**src/rtl/cpu_ctrl_pkg.sv**
```systemverilog
// cpu_ctrl_pkg: shared control-path types and sizing for the multi-cycle MUL sequencer.
package cpu_ctrl_pkg;
    typedef enum logic [1:0] {IDLE, LOAD, ITER, FIN} mul_state_t;
    localparam int MUL_WIDTH = 16;
    localparam int MUL_CNT_W = $clog2(MUL_WIDTH + 1);
endpackage

```
**src/rtl/mul_sequencer.sv**
```systemverilog
// mul_sequencer: load / WIDTH add-shift steps / finish control for the H6 shift-add multiplier.
module mul_sequencer
    import cpu_ctrl_pkg::*;
#(
    parameter int WIDTH = MUL_WIDTH,
    parameter int CNT_W = MUL_CNT_W
) (
    input  logic             clk,
    input  logic             rst_n,
    input  logic             start,
    input  logic             abort,
    input  logic             hold,
    input  logic             q0,
    output logic             h6_load,
    output logic             h6_step,
    output logic             h6_add,
    output logic             MUL1,
    output logic             MUL2,
    output logic             MUL3,
    output logic             busy,
    output logic             done,
    output logic [CNT_W-1:0] iter
);
    mul_state_t state, state_nx;
    logic [CNT_W-1:0] iter_nx;

    always_ff @(posedge clk or negedge rst_n) begin
        if (!rst_n) begin
            state <= IDLE;
            iter  <= '0;
        end else begin
            state <= state_nx;
            iter  <= iter_nx;
        end
    end

    always_comb begin
        state_nx = state;
        iter_nx  = iter;
        if (abort) begin
            state_nx = IDLE;
            iter_nx  = '0;
        end else if (!hold) begin
            case (state)
                IDLE: state_nx = start ? LOAD : IDLE;
                LOAD: begin
                    state_nx = ITER;
                    iter_nx  = CNT_W'(WIDTH - 1);
                end
                ITER: begin
                    state_nx = (iter == '0) ? FIN : ITER;
                    iter_nx  = (iter == '0) ? iter : iter - 1'b1;
                end
                FIN: state_nx = IDLE;
                default: begin
                    state_nx = IDLE;
                    iter_nx  = '0;
                end
            endcase
        end
        // MUL3 fires once on the first non-held, non-aborted FIN cycle
        MUL1    = state == LOAD;
        MUL2    = state == ITER;
        MUL3    = (state == FIN) && !hold && !abort;
        done    = MUL3;
        busy    = state != IDLE;
        h6_load = MUL1 && !hold;
        h6_step = MUL2 && !hold;
        h6_add  = MUL2 && q0 && !hold;
    end
endmodule

```
**config.mk**
```make
export PLATFORM = sky130hd
export DESIGN_NAME = mul_sequencer
export DESIGN_NICKNAME = d
export VERILOG_FILES = /design/src/rtl/cpu_ctrl_pkg.sv /design/src/rtl/mul_sequencer.sv
export SDC_FILE = /design/constraint.sdc
export NUM_CORES = 1
export LEC_CHECK = 0
export CORE_AREA = 2 2 39 41
export CTS_BUF_LIST = sky130_fd_sc_hd__clkbuf_8
export DETAILED_ROUTE_END_ITERATION = 6
export DIE_AREA = 0 0 41 43
export PLACE_DENSITY = 0.73
export SLEW_MARGIN = 15
export SYNTH_ARGS = -nofsm -noshare
export SYNTH_HDL_FRONTEND = slang
export SYNTH_SLANG_ARGS = --single-unit
```
**constraint.sdc**
```tcl
create_clock -name clk -period 3.33 [get_ports clk]
set_input_delay 0.4995 -clock clk [delete_from_list [all_inputs] [get_ports clk]]
set_output_delay 0.4995 -clock clk [all_outputs]
set_load 0.01 [all_outputs]
```
# Word-level counts from Yosys, hierarchy flattened
# Cells that the tools add are included.
word_totals:
  elab_cells: 30
  output_inout_bits: 13
  inputBits: 6
  n_memories: 0
  rom_bits: 0
  latch_bits: 0
  ram_bits: 0
  regBits: 7
op_classes:
  muxes: 9
  shift: 0
  n_addsub: 1
  n_lt_le_gt_ge: 0
  n_reduce_logical: 13
  eq_ne: 5
  multipliers: 0
  bitwise_logic: 0
  n_div: 0
ops:
  columns: ["operator", "count"]
  rows:
  - ["$mux 5", 3]
  - ["$pmux 5 s2", 1]
  - ["$pmux 2 s4", 1]
  - ["$logic_and 1x1->1", 6]
  - ["$logic_not 5->1", 1]
  - ["$sub 5x1->5 const B", 1]
  - ["$eq 2x2->1 const B", 2]
  - ["$mux 2", 2]
  - ["$ne 3x3->1 const B", 1]
  - ["$reduce_and 3->1", 1]
  - ["$reduce_bool 3->1", 1]
  - ["$eq 2x1->1 const B", 1]
  - ["$logic_not 1->1", 2]
  - ["$logic_not 2->1", 1]
  - ["$mux 1", 2]
  - ["$ne 2x2->1 const B", 1]
  - ["$reduce_bool 2->1", 1]

# Logic depth before layout (Yosys ltp)
depth:
  word_depth: 5
  mapped_depth: 6
  depth_no_buf: 5

# Worst setup path before layout
# OpenSTA, ideal clock, no wires.
synth_timing:
  kind: "reg-to-output"
  from: "reg state[0]"
  to: "out h6_add"
  t_arrival_ns: 1.394
  path_buffers: 1
  stages_incl_launch_ff: 6
  setup_slack_ns: 1.436
  required_time_ns: 2.830
  cell_sequence: "dfrtp_1 > inv_1 > ha_1 > buf_2 > nor2b_1 > and2_1"
synth_via:
  elab_chain_len: 3
synth_lines:
  columns: ["element", "line_no", "rtl"]
  rows:
  - ["from (decl)", "mul_sequencer.sv:24", "mul_state_t state, state_nx;"]
  - ["from (signal assigned)", "mul_sequencer.sv:32", "state <= state_nx;"]
  - ["$eq 2x2->1", "mul_sequencer.sv:63", "MUL2 = state == ITER;"]
  - ["via MUL2", "mul_sequencer.sv:18", "output logic MUL2,"]
  - ["$logic_and 1x1->1 (2 in a row)", "mul_sequencer.sv:69", "h6_add = MUL2 && q0 && !hold;"]
  - ["to (decl)", "mul_sequencer.sv:16", "output logic h6_add,"]
# The timed path passes the listed nets, and every way through them passes these cells.

# Final worst setup path
layout_timing:
  from: "reg state[0]"
  to: "out h6_add"
layout_via:
  elab_chain_len: 3
layout_lines:
  columns: ["element", "line_no"]
  rows:
  - ["$eq 2x2->1", "mul_sequencer.sv:63"]
  - ["$logic_and 1x1->1 (2 in a row)", "mul_sequencer.sv:69"]
# Every way passes these cells.

==> metrics <==
status=finished, final reports clean; Reg clk slew, reported paths=40 ps; Layout Nets=85; drc violations=0; layout cells sized above 1=6.944%; initial antenna violation count=0; Mapped Cells=54; Syn Std Cell Area=536.8 µm²; final RePlAce weighted congestion=0.7455; Top FF cell, synth=dfrtp_1; cells along the critical path=inv_1, ha_1, nor2b_1, and2_1, clkdlybuf4s50_1; die span in y=43 µm; Ports=19; GRT Total Usage=16.83%; global-route wire length before repair=2.021 mm; Clock Tree Root=clkbuf_8; final wirelength=1.199 mm; IO buf count=18; Critical R2R Capture=iter[1]; RSZ-0062 raised after global routing=no; Max Cap Viol=0; Max Freq=390.8 MHz; final setup vio count=0; post-synth cell types=27; Syn Area/Cell=9.940 µm²; worst-case clock buffer depth=2; final non-filler cell area=760.7 µm²; total die area=1763 µm²; highest-delay cell along the critical path=clkdlybuf4s50_1; worst r2r src=state[0]; largest net degree at the start of global routing=14; setup slack, reg-to-reg=1640 ps; syn_nets=66; Final TNS setup=0 ps; Layout area overhead=41.72%; hold crit path type=in -> async; WHS=533.1 ps; worst-skew pair later-pin latency=220 ps; Required @ worst endpoint=2830 ps; vias in the first global route=464; hpwl dp=883.4 µm; Worst slew margin=72.49%; TritonCTS clock tree=built; final hold violation count=0; Wirelength per Cell=13.63 µm; Critical Path Source=state[0]; Critical Path End Type=output pin; setup ws final=771.4 ps; Worst setup SP type=flip-flop; layout filler cell count=138; skew final=0.2774 ps; final max-slew violation count=0; Leak=0.3126 nW; Worst Reg-to-Reg Cells=5; Critical Setup Path Class=reg -> out; total clock buffers created by CTS=3; DRT Pass-1 Iters=4; Worst-Margin Slew=412.7 ps; diode count=0; ys async rst share=100.0%; initial core utilization=38.79%; Worst Setup EP=h6_add; crit path DAT=2060 ps; post-cts resize count=0; Post-DP Area=715.7 µm²; synth warn=0; Sink Count=7; vias per cell=5.659; Post-DRT Antenna Nets=0; Final Critical Period=2559 ps; commonest cells after routing, fill and taps aside=clkdlybuf4s50_1, dfrtp_1, inv_1, ha_1; Die X=41 µm; crit-path max FO=13; DRT iter0 DRCs=9; Pwr Density=391.9 nW/µm²; period utilisation layout=76.83%; CTS Hold Bufs=0; Post-synth EDFFs=0; Seq/Total Area, Yosys=32.63%; CTS H-Tree Depth=1; Setup Buffers After CTS=0; via count=498; row cnt=14; register bit count reported by yosys=7; VDD IR-drop max=0.0002313 V; Congestion Overflow GR=0; dpl ws=816.3 ps; commonest non-fill, non-tap cell in the layout=clkdlybuf4s50_1; CORE AREA=1384 µm²; crit-path max cell delay=520 ps
[synthesized netlist by cell type (all sizes together), types with 3 or more instances]
library cell | count | area, µm²
dfrtp | 7 | 175.2
nand3b | 3 | 22.52
ha | 6 | 75.07
a21oi | 3 | 15.01
buf | 3 | 17.52
inv | 5 | 18.77
[worst max-delay path: cells and delay by family, from the launching register on]
family        cells  cell delay [ps]
buf+inv           2              660
simple gates      2              350
fa+ha+maj         1              430
flops             1              400
[registers in the layout, indices dropped and copies added (netlist names)]
register / cells
iter: 5
state: 2
[cell type report]
class                      count  area (µm²)  area share [%]
sequential                     7       175.2           23.03
timing repair buffer          18       180.2           23.68
clock buffer                   3       41.29           5.428
tap                           16       20.02           2.632
clock inverter                 1       3.754          0.4934
inverter                       5       18.77           2.467
multi-input combinational     38       321.6           42.27
[where the power goes]
group	switching (W)	internal, W
Combinational	0.0000374	0.0000443
Clock	0.0000367	0.0000797
Sequential	0.00000887	0.0000912
[stage by stage]
step	util, %	power [W]	instances
floorplan	-	0.0001494	54
detailed placement	51.72	0.0001823	84
CTS	54.97	0.0002996	88
global route	54.97	0.0003160	88
global placement	51.72	0.0001810	84
finish	54.97	0.0002981	88
[how the worst min path moves through the flow]
stage	from	slack, ps	end	cells past startpoint
2_1_floorplan	rst_n	200	iter[0]	0
3_3_place_gp	state[1]	590	state[1]	2
3_5_place_dp	state[1]	590	state[1]	2
4_1_cts	rst_n	550	iter[2]	1
5_1_grt	rst_n	560	iter[0]	1
6_report	rst_n	530	iter[2]	1
[cells by family after synthesis]
| kind of cell | after synthesis | synth area share, % |
|---|---|---|
| compound gates | 13 | 17.48 |
| simple gates | 17 | 24.71 |
| buf+inv | 9 | 7.460 |
| mux | 2 | 3.730 |
| fa+ha+maj | 6 | 13.99 |
| flops | 7 | 32.63 |
[metal layers]
layer	vias up	routed length [µm]	global-route usage (%)
li1	229	-	-
met1	246	520	22.80
met2	18	583	23.75
met3	5	66	3.141
met4	0	28	10.00
met5	-	0	0
Note: power is estimated with default switching activity, not from simulation.
